**src/rtl/lcd_frame_streamer.sv**
```systemverilog
// Raster-scans the pixel RAM and streams a window header plus RGB565 pixels to an
// ST7735-class panel over SPI mode 0. Optional macro: LCD_STREAM_CONTINUOUS_EN.
module lcd_frame_streamer #(
    parameter int H_RES   = 128,
    parameter int V_RES   = 160,
    parameter int CLK_DIV = 4
) (
    input  logic        clk,
    input  logic        rst,
    input  logic        start,
    input  logic [15:0] ram_data,
    output logic [7:0]  ram_addr_x,
    output logic [7:0]  ram_addr_y,
    output logic        lcd_sck,
    output logic        lcd_mosi,
    output logic        lcd_dc,
    output logic        lcd_cs,
    output logic        busy,
    output logic        frame_done
);
    localparam logic [2:0] IDLE = 3'd0;
    localparam logic [2:0] HDR  = 3'd1;
    localparam logic [2:0] PIX  = 3'd2;
    localparam logic [2:0] DONE = 3'd3;
`ifdef LCD_STREAM_CONTINUOUS_EN
    localparam logic [2:0] GAP     = 3'd4;
    // DONE plus 15 GAP clks gives 16 clks of cs high between frames
    localparam logic [3:0] GAP_END = 4'd14;
`endif

    localparam int                 DIV_W    = (CLK_DIV > 1) ? $clog2(CLK_DIV) : 1;
    localparam logic [DIV_W-1:0]   DIV_LAST = DIV_W'(CLK_DIV - 1);
    localparam logic [7:0]         X_LAST   = 8'(H_RES - 1);
    localparam logic [7:0]         Y_LAST   = 8'(V_RES - 1);
    localparam logic [3:0]         HDR_LAST = 4'd10;

    // Header table entries are {dc, byte}; entries past index 10 are never sent.
    function automatic logic [8:0] hdr_entry(input int idx);
        case (idx)
            0:       return {1'b0, 8'h2A};
            4:       return {1'b1, X_LAST};
            5:       return {1'b0, 8'h2B};
            9:       return {1'b1, Y_LAST};
            10:      return {1'b0, 8'h2C};
            default: return {1'b1, 8'h00};
        endcase
    endfunction

    logic [8:0] hdr_rom [16];
    generate
        for (genvar gi = 0; gi < 16; gi++) begin : g_hdr
            assign hdr_rom[gi] = hdr_entry(gi);
        end
    endgenerate

    logic [2:0]       state_reg;
    logic [DIV_W-1:0] div_reg;
    logic             sck_reg;
    logic             cs_reg;
    logic             dc_reg;
    logic             busy_reg;
    logic             frame_done_reg;
    logic             last_pix_reg;
    logic [15:0]      shift_reg;
    logic [3:0]       bit_cnt_reg;
    logic [3:0]       byte_idx_reg;
    logic [7:0]       addr_x_reg;
    logic [7:0]       addr_y_reg;
`ifdef LCD_STREAM_CONTINUOUS_EN
    logic [3:0]       gap_cnt_reg;
`endif

    logic [7:0] addr_x_next;
    logic [7:0] addr_y_next;
    logic [3:0] byte_idx_inc;
    logic [3:0] last_bit;
    logic       phase_end;
    logic       launch;

    assign byte_idx_inc = byte_idx_reg + 4'd1;
    assign last_bit     = (state_reg == HDR) ? 4'd7 : 4'd15;
    assign phase_end    = (div_reg == DIV_LAST);

    always_comb begin
        addr_x_next = addr_x_reg + 8'd1;
        addr_y_next = addr_y_reg;
        if (addr_x_reg == X_LAST) begin
            addr_x_next = 8'd0;
            addr_y_next = (addr_y_reg == Y_LAST) ? 8'd0 : addr_y_reg + 8'd1;
        end
    end

    always_comb begin
        launch = (state_reg == IDLE) && start;
`ifdef LCD_STREAM_CONTINUOUS_EN
        if (state_reg == GAP && gap_cnt_reg == GAP_END) begin
            launch = 1'b1;
        end
`endif
    end

    always_ff @(posedge clk) begin
        if (rst) begin
            state_reg      <= IDLE;
            div_reg        <= '0;
            sck_reg        <= 1'b0;
            cs_reg         <= 1'b1;
            dc_reg         <= 1'b0;
            busy_reg       <= 1'b0;
            frame_done_reg <= 1'b0;
            last_pix_reg   <= 1'b0;
            shift_reg      <= 16'h0000;
            bit_cnt_reg    <= 4'd0;
            byte_idx_reg   <= 4'd0;
            addr_x_reg     <= 8'd0;
            addr_y_reg     <= 8'd0;
`ifdef LCD_STREAM_CONTINUOUS_EN
            gap_cnt_reg    <= 4'd0;
`endif
        end else if (launch) begin
            // First low phase starts in the same clk that cs falls
            state_reg      <= HDR;
            busy_reg       <= 1'b1;
            cs_reg         <= 1'b0;
            sck_reg        <= 1'b0;
            div_reg        <= '0;
            bit_cnt_reg    <= 4'd0;
            byte_idx_reg   <= 4'd0;
            last_pix_reg   <= 1'b0;
            frame_done_reg <= 1'b0;
            shift_reg      <= {hdr_rom[0][7:0], 8'h00};
            dc_reg         <= hdr_rom[0][8];
        end else begin
            frame_done_reg <= 1'b0;
            case (state_reg)
                HDR, PIX: begin
                    if (!phase_end) begin
                        div_reg <= div_reg + DIV_W'(1);
                    end else begin
                        div_reg <= '0;
                        sck_reg <= ~sck_reg;
                        if (sck_reg) begin
                            if (bit_cnt_reg != last_bit) begin
                                bit_cnt_reg <= bit_cnt_reg + 4'd1;
                                shift_reg   <= {shift_reg[14:0], 1'b0};
                            end else begin
                                bit_cnt_reg <= 4'd0;
                                if (state_reg == HDR && byte_idx_reg != HDR_LAST) begin
                                    byte_idx_reg <= byte_idx_inc;
                                    shift_reg    <= {hdr_rom[byte_idx_inc][7:0], 8'h00};
                                    dc_reg       <= hdr_rom[byte_idx_inc][8];
                                end else if (state_reg == PIX && last_pix_reg) begin
                                    state_reg      <= DONE;
                                    cs_reg         <= 1'b1;
                                    busy_reg       <= 1'b0;
                                    frame_done_reg <= 1'b1;
                                    dc_reg         <= 1'b0;
                                    shift_reg      <= 16'h0000;
                                end else begin
                                    // Capture the pixel, then move the address on so the RAM
                                    // has the whole next pixel time to settle
                                    state_reg    <= PIX;
                                    shift_reg    <= ram_data;
                                    dc_reg       <= 1'b1;
                                    last_pix_reg <= (addr_x_reg == X_LAST) && (addr_y_reg == Y_LAST);
                                    addr_x_reg   <= addr_x_next;
                                    addr_y_reg   <= addr_y_next;
                                end
                            end
                        end
                    end
                end
                DONE: begin
`ifdef LCD_STREAM_CONTINUOUS_EN
                    state_reg   <= GAP;
                    gap_cnt_reg <= 4'd0;
`else
                    state_reg   <= IDLE;
`endif
                end
`ifdef LCD_STREAM_CONTINUOUS_EN
                GAP: begin
                    gap_cnt_reg <= gap_cnt_reg + 4'd1;
                end
`endif
                default: begin
                    state_reg <= IDLE;
                end
            endcase
        end
    end

    assign ram_addr_x = addr_x_reg;
    assign ram_addr_y = addr_y_reg;
    assign lcd_sck    = sck_reg;
    assign lcd_mosi   = shift_reg[15];
    assign lcd_dc     = dc_reg;
    assign lcd_cs     = cs_reg;
    assign busy       = busy_reg;
    assign frame_done = frame_done_reg;
endmodule

```
**config.mk**
```make
export PLATFORM = sky130hd
export DESIGN_NAME = lcd_frame_streamer
export DESIGN_NICKNAME = d
export VERILOG_FILES = /design/src/rtl/lcd_frame_streamer.sv
export SDC_FILE = /design/constraint.sdc
export NUM_CORES = 1
export LEC_CHECK = 0
export BUFFER_PORTS_ARGS = -buffer_cell sky130_fd_sc_hd__buf_2
export CAP_MARGIN = 20
export CORE_UTILIZATION = 61
export DETAILED_ROUTE_END_ITERATION = 7
export PLACE_DENSITY = 0.85
export REMOVE_ABC_BUFFERS = 1
export SYNTH_ARGS = -nofsm -noshare
export SYNTH_HDL_FRONTEND = slang
export SYNTH_SLANG_ARGS = --single-unit
```
**constraint.sdc**
```tcl
create_clock -name clk -period 3.35 [get_ports clk]
set_clock_uncertainty 0.05 [all_clocks]
set_input_delay 0 -clock clk [delete_from_list [all_inputs] [get_ports clk]]
set_output_delay 0 -clock clk [all_outputs]
set_load 0.005 [all_outputs]
```
==> metrics.md, run 1 <==
| Metric | Value |
|---|---|
| CTS resizes | `0` |
| H-tree Lvls | `2` |
| Syn Area/Cell | `8.66 um2` |
| Setup bufs post-CTS | `0` |
| CTS tree | `yes` |
| Area leader, netlist | `dfxtp_1` |
| Largest net degree at the start of global routing | `30` |
| GRT Util Overall | `0.300` |
| Chip Height | `68.9 um` |
| Hold/Removal Path Class | `in2reg` |
| Max IR drop VDD | `321 uV` |
| Vias per inst | `around 6` |
| Largest cells by area after synthesis | `dfxtp_1, ha_1, nor2_1, nand2_1, o21ai_0` |
| Final cell count without fillers | `about 410` |
| DRC errors left | `0` |
| Required @ worst endpoint | `3520 ps` |
| Highest clock rate | `370 MHz` |
| Worst path slowest cell | `nor2_1` |
| Core area | `4140 um2` |
| Maximum clock path buffer count | `2` |
| Final number of setup-violating endpoints | `0` |
| Clk slew on worst S/H paths | `90 ps` |
| Pwr dens | `352 nW/um2` |
| Clk_lat worst skew | `around 300 ps` |
| Die area | `approximately 4700 um2` |
| Cell count after synthesis | `between 300 and 400` |
| Placed Instances | `approximately 390` |
| Critical path capture point type | `flop` |
| Worst stage delay on the critical path | `between 600 and 700 ps` |
| Share of post-route cells with drive strength above 1 | `0.188` |
| Post-detail-place hpwl | `~4.3 mm` |
| Post-synth cell types | `between 50 and 60` |
| Post-route clock period utilization | `0.807` |
| Clock sink total | `50` |
| Die width | `approximately 70 um` |
| RSZ-0062 raised after global routing | `no` |
| Via count | `2451` |
| Synth Cell Area | `roughly 2700 um2` |
| Nets | `between 300 and 400` |
| Number of detailed-route iterations in the first pass | `4` |
| Hold depth | `4` |
| Area Overhead vs Synth | `14.3%` |
| Ys Warns | `0` |
| Root Buffer | `clkbuf_8` |
| Filler Cells Inserted | `around 320` |
| Status | `finished clean` |
| Rows | `23` |
| Most common cell after layout, fill and taps aside | `dfxtp_1` |
| Largest register FFs | `16` |
| Post-synthesis sequential area ratio | `0.367` |
| Worst rel slew slack | `0.388` |
| Slew @ Worst Pin | `roughly 900 ps` |
| Yosys reg bits | `50` |
| GP Congestion | `0.870` |
| Reg2reg setup slack | `around 650 ps` |
| GR Overflow Total | `0` |
| Global-route wire length before repair | `between 10 and 15 mm` |
| Final slew viol count | `0` |
| I/O pin cnt | `41` |
| Commonest non-fill, non-tap cells in the layout | `dfxtp_1, buf_2, nor2_1` |
| CTS Buf Count | `5` |
| Reg2Reg Depth | `7` |
| Startpoint Class | `flop` |
| Setup TNS | `0 ps` |
| Leakage | `approximately 1.3 nW` |
| Max_cap viols | `0` |
| Final WL | `between 6 and 7 mm` |
| ANT cells | `0` |
| PortBufs | `40` |
| Crit Path Class | `reg2reg` |
| Final hold violations | `0` |
| Worst Path Arrival | `~2900 ps` |
| Hold slack | `approximately 22 ps` |
| Worst Path Max Fanout | `14` |
| Initial antenna violation count | `0` |
| WL per Instance | `15.6 um` |
| Placed Area | `roughly 2900 um2` |
| Initial Util | `0.658` |
| Vias in the first global route | `approximately 2200` |
| Crit path cell chain | `inv_1 -> ha_1 -> xnor2_2 -> nor2_1 -> nand4_1 -> or3_1 -> a211oi_1` |
| Final ANT Viol Nets | `0` |
| Post-layout util | `0.752` |
| Design area | `3120 um2` |
| Drt first-iter violations | `174` |
| Fin crit period | `between 2000 and 3000 ps` |
| Share of the synthesized area in the top cell type | `0.367` |
-- layout make-up --
class	count	area (um2)	area share
clock inverters	1	30.0	0.00964
well taps	50	62.6	0.0201
repair buffers	54	333	0.107
flip-flops and latches	50	1000	0.321
multi-input cells	239	1590	0.510
clock buffers	7	76.3	0.0245
inverters	6	22.5	0.00723
-- Yosys cell counts, drive strengths merged --
cell type,n
a211oi,3
a21oi,17
a221o,1
a221oi,10
a222oi,1
a22oi,1
a311oi,1
a31oi,3
a32oi,1
a41o,1
and2,7
and3,8
buf,10
clkbuf,9
dfxtp,50
dlygate4sd1,1
ha,12
inv,6
mux2i,7
nand2,29
nand2b,4
nand3,14
nand3b,1
nand4,8
nor2,31
nor3,15
nor3b,1
nor4,5
nor4b,1
o211a,2
o211ai,2
o21a,2
o21ai,18
o31ai,2
or2,1
or3,10
or3b,1
or4,1
xnor2,10
xor2,8
-- report_power, final --
part / internal [mW] / total, mW / switching (mW)
clock network: 0.224 / 0.415 / 0.191
registers: 0.600 / 0.605 / 0.00447
logic: 0.0341 / 0.0758 / 0.0417
-- critical path, delay by kind of cell (launching register included) --
family | cells | cell delay (ps)
adders and majority gates | 1 | 330
AOI/OAI and AO/OA | 1 | 250
and+or+nand+nor | 3 | 1310
buffers and inverters | 1 | 80
DFF | 1 | 370
xor gates and xnor gates | 1 | 220
-- routing by layer --
| layer | global-route usage | part of all wire | vias up |
|---|---|---|---|
| met4 | 0.115 | 0.020 | 0 |
| li1 | - | - | 1219 |
| met5 | 0 | 0 | - |
| met1 | 0.413 | 0.47 | 1153 |
| met3 | 0.0461 | 0.048 | 11 |
| met2 | 0.467 | 0.46 | 68 |
-- timing repair --
action                                  4_1_cts  5_1_grt
hold endpoints to repair                     11        0
endpoints found under the setup margin        0        0
hold buffers                                 11        0
-- path summary, 6_finish.rpt --
path / start / to
hold / removal: ram_data[8] / shift_reg[8]$_SDFFE_PP0P_
hold reg to reg: shift_reg[0]$_SDFFE_PP0P_ / shift_reg[0]$_SDFFE_PP0P_
setup reg to reg: state_reg[1]$_SDFFE_PP0P_ / ram_addr_x[7]$_SDFFE_PP0P_
setup / recovery: state_reg[1]$_SDFFE_PP0P_ / ram_addr_x[7]$_SDFFE_PP0P_
-- logic make-up after synthesis --
logic type,synth area share
adders and majority gates,0.0551
AOI/OAI and AO/OA,0.160
muxes,0.0257
xor gates and xnor gates,0.0606
DFF,0.367
buffers and inverters,0.0496
and+or+nand+nor,0.282
-- through the flow --
step	worst slack, ps	total power [mW]
2_1_floorplan	536	0.655
3_3_place_gp	880	0.682
3_5_place_dp	705	0.683
4_1_cts	690	1.10
5_1_grt	387	1.13
6_report	647	1.10
No activity file was read; power rests on OpenSTA's default activity.
==> run 2: changes to the inputs <==
--- a/config.mk
+++ b/config.mk
@@ -7,9 +7,9 @@
 export LEC_CHECK = 0
 export BUFFER_PORTS_ARGS = -buffer_cell sky130_fd_sc_hd__buf_2
 export CAP_MARGIN = 20
-export CORE_UTILIZATION = 61
+export CORE_UTILIZATION = 51
 export DETAILED_ROUTE_END_ITERATION = 7
-export PLACE_DENSITY = 0.85
+export PLACE_DENSITY = 0.75
 export REMOVE_ABC_BUFFERS = 1
 export SYNTH_ARGS = -nofsm -noshare
 export SYNTH_HDL_FRONTEND = slang
==> constraint.sdc (replaced) <==
create_clock -name clk -period 2.4 [get_ports clk]
set_clock_uncertainty 0.05 [all_clocks]
set_input_delay 0 -clock clk [delete_from_list [all_inputs] [get_ports clk]]
set_output_delay 0 -clock clk [all_outputs]
set_load 0.005 [all_outputs]
==> run 2 against run 1 <==
Compared with the run above:
- sequential power grew 40%
- critical path depth rose by 1
- core utilization shrank 13 points
- critical endpoint is now ram_addr_y[2]$_SDFFE_PP0P_
- total power is 34% higher
- highest routed layer unchanged
- setup slack worse by 440 ps
==> metrics.md, run 2 (synthesized netlist as in run 1, its figures left out) <==
| Metric | Value |
|---|---|
| Crit Reg-Reg Startpoint | `state_reg[1]$_SDFFE_PP0P_` |
| Min-Delay Startpoint | `ram_data[8]` |
| Maximum clock path buffer count | `2 (unchanged)` |
| Chip Height | `75.1 um (+9.1%)` |
| Largest net degree at the start of global routing | `30 (unchanged)` |
| Worst Path Max Fanout | `11 (-3)` |
| I/O pin cnt | `41 (unchanged)` |
| Via count | `2460 (+0.37%)` |
| Highest clock rate | `457 MHz (+23%)` |
| Reg2reg setup slack | `210 ps (-440 ps)` |
| Required @ worst endpoint | `2600 ps (-920 ps)` |
| H-tree Lvls | `2 (unchanged)` |
| Die area | `5640 um2 (+19%)` |
| Design area | `3210 um2 (+3.0%)` |
| Global-route wire length before repair | `10.3 mm (-2.4%)` |
| Clock sink total | `50 (unchanged)` |
| RSZ-0062 raised after global routing | `no` |
| Commonest non-fill, non-tap cells in the layout | `dfxtp_1, buf_2, nor2_1` |
| Fin crit period | `2190 ps (-514 ps)` |
| Crit Path Class | `reg2reg` |
| CTS resizes | `0 (unchanged)` |
| Post-detail-place hpwl | `4.33 mm (+0.16%)` |
| Most common cell after layout, fill and taps aside | `dfxtp_1` |
| GRT Util Overall | `0.238 (-0.0617)` |
| CTS Hold Buffers Added | `11 (unchanged)` |
| Root Buffer | `clkbuf_8` |
| Status | `finished clean` |
| Final Total Pwr | `1.47 mW (+34%)` |
| Rows | `26 (+13%)` |
| Clk slew on worst S/H paths | `90 ps (about the same)` |
| Drt first-iter violations | `147 (-16%)` |
| Initial antenna violation count | `0 (unchanged)` |
| Share of post-route cells with drive strength above 1 | `0.213 (+0.0254)` |
| GP Congestion | `0.856 (-1.6%)` |
| Final hold violations | `0 (unchanged)` |
| Clk_lat worst skew | `310 ps (about the same)` |
| Final ANT Viol Nets | `0 (unchanged)` |
| Hold depth | `4 (unchanged)` |
| Number of detailed-route iterations in the first pass | `4 (unchanged)` |
| CTS tree | `yes` |
| Initial Util | `0.530 (-0.127)` |
| Worst Path Arrival | `2390 ps (-480 ps)` |
| Setup bufs post-CTS | `0 (unchanged)` |
| Leakage | `1.35 nW (+3.4%)` |
| Critical path capture point type | `flop` |
| Pwr dens | `458 nW/um2 (+30%)` |
| PortBufs | `40 (unchanged)` |
| Worst flop-to-flop path endpoint | `ram_addr_y[2]$_SDFFE_PP0P_` |
| DRC errors left | `0 (unchanged)` |
| Core area | `5140 um2 (+24%)` |
| Max IR drop VDD | `265 uV (-18%)` |
| Final slew viol count | `0 (unchanged)` |
| Hold/Removal Path Class | `in2reg` |
| Placed Area | `3000 um2 (+3.6%)` |
| Largest register FFs | `16 (unchanged)` |
| Filler Cells Inserted | `478 (+48%)` |
| Vias per inst | `5.64 (-6.3%)` |
| Die width | `75.1 um (+9.1%)` |
| CTS Buf Count | `5 (unchanged)` |
| Reg2Reg Depth | `8 (+1)` |
| WL per Instance | `14.0 um (-10%)` |
| Max_cap viols | `0 (unchanged)` |
| Slew @ Worst Pin | `577 ps (-338 ps)` |
| Final WL | `6.11 mm (-3.6%)` |
| Worst rel slew slack | `0.613 (+0.225)` |
| ANT cells | `0 (unchanged)` |
| Startpoint Class | `flop` |
| Area Overhead vs Synth | `17.7%` |
| Hold endpoint | `shift_reg[8]$_SDFFE_PP0P_` |
| Nets | `396 (+2.3%)` |
| GR Overflow Total | `0 (unchanged)` |
| Post-route clock period utilization | `0.912 (+0.105)` |
| Final number of setup-violating endpoints | `0 (unchanged)` |
| Vias in the first global route | `2241 (-0.27%)` |
[run 2: where the power goes]
part	internal, mW	switching, mW
Sequential	0.838	0.00648
Combinational	0.0511	0.0585
Clock	0.232	0.283
Total	1.12	0.348
[run 2: per-layer routing]
| layer | routed length (um) | vias to the layer above | track usage |
|---|---|---|---|
| met5 | 0 | - | 0 |
| met4 | 82 | 0 | 0.0755 |
| met3 | 234 | 6 | 0.0375 |
| met2 | 2800 | 50 | 0.396 |
| met1 | 2990 | 1168 | 0.316 |
| li1 | - | 1236 | - |
[run 2: area by class of cell]
| type | count | area (um2) | area share |
|---|---|---|---|
| well taps | 70 | 87.6 | 0.0273 |
| inverters | 6 | 22.5 | 0.00702 |
| clock inverters | 2 | 12.5 | 0.00390 |
| flip-flops and latches | 50 | 1000 | 0.312 |
| multi-input cells | 239 | 1590 | 0.496 |
| repair buffers | 63 | 413 | 0.129 |
| clock buffers | 6 | 82.6 | 0.0257 |
[run 2: critical path, cell delays in order (launching register included)]
cell	delay [ps]
dfxtp_1	360
inv_1	70
ha_1	230
xnor2_2	180
nor4_2	360
buf_12	180
nand4_1	180
or3_1	390
a21oi_1	130
[run 2: through the flow]
stage / worst slack, ps / TNS [ps] / hold slack [ps] / util / std cells
after detailed placement: 205 / 0 / 218 / 0.584 / 417
final: 211 / 0 / 11.9 / 0.624 / 436
after global placement: 285 / 0 / 199 / 0.584 / 417
after floorplan: -414 / -3270 / 19.1 / - / 295
after global routing: 32.6 / 0 / 43.2 / 0.624 / 436
after CTS: 198 / 0 / 6.30 / 0.624 / 436
[run 2: worst max-delay path by stage]
stage | from | to | slack [ps] | cells after the start
finish | state_reg[1]$_SDFFE_PP0P_ | ram_addr_y[2]$_SDFFE_PP0P_ | 210 | 8
global route | state_reg[1]$_SDFFE_PP0P_ | ram_addr_y[2]$_SDFFE_PP0P_ | 30 | 8
CTS | state_reg[1]$_SDFFE_PP0P_ | ram_addr_y[2]$_SDFFE_PP0P_ | 200 | 8
detailed placement | state_reg[1]$_SDFFE_PP0P_ | ram_addr_y[2]$_SDFFE_PP0P_ | 210 | 8
global placement | state_reg[1]$_SDFFE_PP0P_ | ram_addr_y[2]$_SDFFE_PP0P_ | 280 | 8
floorplan | state_reg[0]$_SDFFE_PP0P_ | ram_addr_y[2]$_SDFFE_PP0P_ | -410 | 7
==> run 3: changes to the inputs <==
--- a/config.mk
+++ b/config.mk
@@ -5,12 +5,14 @@
 export SDC_FILE = /design/constraint.sdc
 export NUM_CORES = 1
 export LEC_CHECK = 0
+export ABC_AREA = 1
 export BUFFER_PORTS_ARGS = -buffer_cell sky130_fd_sc_hd__buf_2
 export CAP_MARGIN = 20
 export CORE_UTILIZATION = 51
 export DETAILED_ROUTE_END_ITERATION = 7
 export PLACE_DENSITY = 0.75
 export REMOVE_ABC_BUFFERS = 1
+export SETUP_SLACK_MARGIN = 0.02
 export SYNTH_ARGS = -nofsm -noshare
 export SYNTH_HDL_FRONTEND = slang
 export SYNTH_SLANG_ARGS = --single-unit
==> run 3 against run 2 <==
Compared with the run above:
- clock power up 41%
- combinational power is 23% higher
- wire length is 8.6% higher
- core utilization rose by 2.1 points
- cell area up 4.7%
- synthesized cell count increased by 30%
- hold slack got worse by 9.5 ps
- largest cell class unchanged
- largest power group unchanged
==> metrics.md, run 3 <==
| Metric | Value |
|---|---|
| Status | `finished clean` |
| Initial antenna violation count | `0 (unchanged)` |
| Final number of setup-violating endpoints | `0 (unchanged)` |
| Initial Util | `0.542 (+0.0114)` |
| Post-detail-place hpwl | `4.81 mm (+11%)` |
| Leakage | `1.52 nW (+12%)` |
| Slew @ Worst Pin | `495 ps (-82.3 ps)` |
| GR Overflow Total | `0 (unchanged)` |
| EDFF count, synth | `0 (unchanged)` |
| Filler Cells Inserted | `503 (+5.2%)` |
| GP Congestion | `0.815 (-4.8%)` |
| Max_cap viols | `0 (unchanged)` |
| Yosys reg bits | `50 (unchanged)` |
| Global-route wire length before repair | `11.4 mm (+11%)` |
| Clk_lat worst skew | `300 ps (about the same)` |
| Pwr dens | `508 nW/um2 (+11%)` |
| Area Overhead vs Synth | `19.1%` |
| Worst Path Max Fanout | `10 (-1)` |
| Required @ worst endpoint | `2570 ps (-30 ps)` |
| Final slew viol count | `0 (unchanged)` |
| Fin crit period | `2000 ps (-189 ps)` |
| Chip Height | `76.4 um (+1.7%)` |
| Share of the synthesized area in the top cell type | `0.355 (-0.0122)` |
| Hold/Removal Path Class | `in2reg` |
| Final hold violations | `0 (unchanged)` |
| Via count | `2780 (+13%)` |
| Largest cells by area after synthesis | `dfxtp_1, nand2_1, a21oi_1, inv_1, nand3_1` |
| Worst stage delay on the critical path | `400 ps (about the same)` |
| Post-layout util | `0.645 (+0.0210)` |
| Crit Path Class | `reg2reg` |
| Critical path capture point type | `flop` |
| Largest net degree at the start of global routing | `20 (-33%)` |
| Leading cell types by count after synthesis | `nand2_1, dfxtp_1, a21oi_1` |
| Root Buffer | `clkbuf_8` |
| Ys Warns | `0 (unchanged)` |
| Drt first-iter violations | `155 (+5.4%)` |
| Vias in the first global route | `2509 (+12%)` |
| Share of post-route cells with drive strength above 1 | `0.155 (-0.0586)` |
| Area leader, netlist | `dfxtp_1` |
| Commonest non-fill, non-tap cells in the layout | `nand2_1, dfxtp_1, a21oi_1` |
| Post-synth cell types | `38 (-32%)` |
| Setup TNS | `0 ps (unchanged)` |
| Final ANT Viol Nets | `0 (unchanged)` |
| Cell mode on critical path | `nand2_1` |
| Cell count after synthesis | `410 (+30%)` |
| Post-synth top flop | `dfxtp_1` |
| CP bufs+invs | `2 (unchanged)` |
| Syn Area/Cell | `6.88 um2 (-21%)` |
| I/O pin cnt | `41 (unchanged)` |
| CTS tree | `yes` |
| Number of detailed-route iterations in the first pass | `4 (unchanged)` |
| Asr flop ratio synth | `0 (unchanged)` |
| Worst rel slew slack | `0.669 (+0.0560)` |
| Largest register FFs | `16 (unchanged)` |
| Setup bufs post-CTS | `0 (unchanged)` |
| H-tree Lvls | `2 (unchanged)` |
| Vias per inst | `5.19 (-8.1%)` |
| Highest clock rate | `500 MHz (+9.5%)` |
| WL per Instance | `12.4 um (-12%)` |
| Die width | `76.4 um (+1.7%)` |
| Worst Path Arrival | `2170 ps (-220 ps)` |
| Crit path cell chain | `inv_1 -> ha_1 -> nand2_1 -> nor2_4 -> nand2_2 -> buf_4 -> nor2_8 -> nand2_1 -> a31oi_1` |
| CTS Buf Count | `5 (unchanged)` |
| Post-route clock period utilization | `0.833 (-0.0788)` |
| Count leader, synth | `nand2_1` |
| PortBufs | `40 (unchanged)` |
| CP top delay family | `simple AND/OR/NAND/NOR gates` |
| ANT cells | `0 (unchanged)` |
| Hold slack | `2.46 ps (-9.46 ps)` |
| RSZ-0062 raised after global routing | `no` |
| Clk slew on worst S/H paths | `90 ps (about the same)` |
| Rows | `26 (unchanged)` |
| Startpoint Class | `flop` |
| DRC errors left | `0 (unchanged)` |
| Clock sink total | `50 (unchanged)` |
| GRT Util Overall | `0.239 (+0.00113)` |
| Max IR drop VDD | `341 uV (+29%)` |
| Die area | `5830 um2 (+3.3%)` |
| Most common cell after layout, fill and taps aside | `nand2_1` |
| Register Area | `1000 um2 (unchanged)` |
| Maximum clock path buffer count | `2 (unchanged)` |
| Core area | `5200 um2 (+1.3%)` |
| Nets | `496 (+25%)` |
| Multi-input gate area | `1600 um2 (+0.71%)` |
| Post-synthesis sequential area ratio | `0.355 (-0.0122)` |
| Worst path slowest cell | `ha_1` |
| Final WL | `6.64 mm (+8.6%)` |
| Synth Cell Area | `2820 um2 (+3.4%)` |
run 3: routing by layer:
layer	up-vias	GRT usage	part of all wire
li1	1455	-	-
met1	1259	0.310	0.48
met2	58	0.400	0.47
met3	8	0.0431	0.042
met4	0	0.0769	0.012
met5	-	0	0
run 3: path summary, 6_finish.rpt:
path	endpoint	cells past startpoint	startpoint	slack [ps]
worst max register to register	shift_reg[7]$_SDFFE_PP0P_	9	state_reg[0]$_SDFFE_PP0P_	400
worst min-delay path	shift_reg[14]$_SDFFE_PP0P_	5	ram_data[14]	2
worst max-delay path	shift_reg[7]$_SDFFE_PP0P_	9	state_reg[0]$_SDFFE_PP0P_	400
worst min register to register	shift_reg[15]$_SDFFE_PP0P_	2	shift_reg[15]$_SDFFE_PP0P_	420
run 3: worst reg2reg max path: cells and delay by family, from the launching register on:
kind / cells / cell delay (ps)
and+or+nand+nor: 5 / 640
adders and majority gates: 1 / 400
AOI/OAI and AO/OA: 1 / 170
DFF: 1 / 370
buffers and inverters: 2 / 300
run 3: metrics by stage:
step	std cells	setup slack [ps]	power [mW]	area [um2]
final	536	400	1.71	3360
after global routing	536	239	1.77	3360
after CTS	536	387	1.72	3360
after detailed placement	516	432	0.986	3100
after global placement	516	482	0.984	3100
after floorplan	401	376	0.939	2770
run 3: cell type report:
class	count	share of cell area
Multi-Input combinational cell	306	0.477
Clock inverter	2	0.0179
Inverter	45	0.0503
Clock buffer	6	0.0246
Sequential cell	50	0.298
Timing Repair Buffer	57	0.107
Tap cell	70	0.0261
run 3: where the power goes:
| part | switching [mW] | leakage, nW | internal (mW) |
|---|---|---|---|
| clock | 0.280 | 0.0714 | 0.444 |
| combinational | 0.0819 | 1.04 | 0.0531 |
| sequential | 0.00682 | 0.404 | 0.840 |
| total | 0.369 | 1.52 | 1.34 |
run 3: repair_timing:
| item | in CTS | in global routing |
|---|---|---|
| resized for setup | 0 | 0 |
| hold buffers | 12 | 0 |
| hold endpoints to repair | 12 | 0 |
run 3: logic make-up after synthesis:
logic type      after synthesis  share of synthesized area
compound gates               77                      0.143
buf+inv                      54                     0.0772
simple gates                210                      0.350
xor+xnor                      7                     0.0217
fa+ha+maj                    12                     0.0532
flops                        50                      0.355
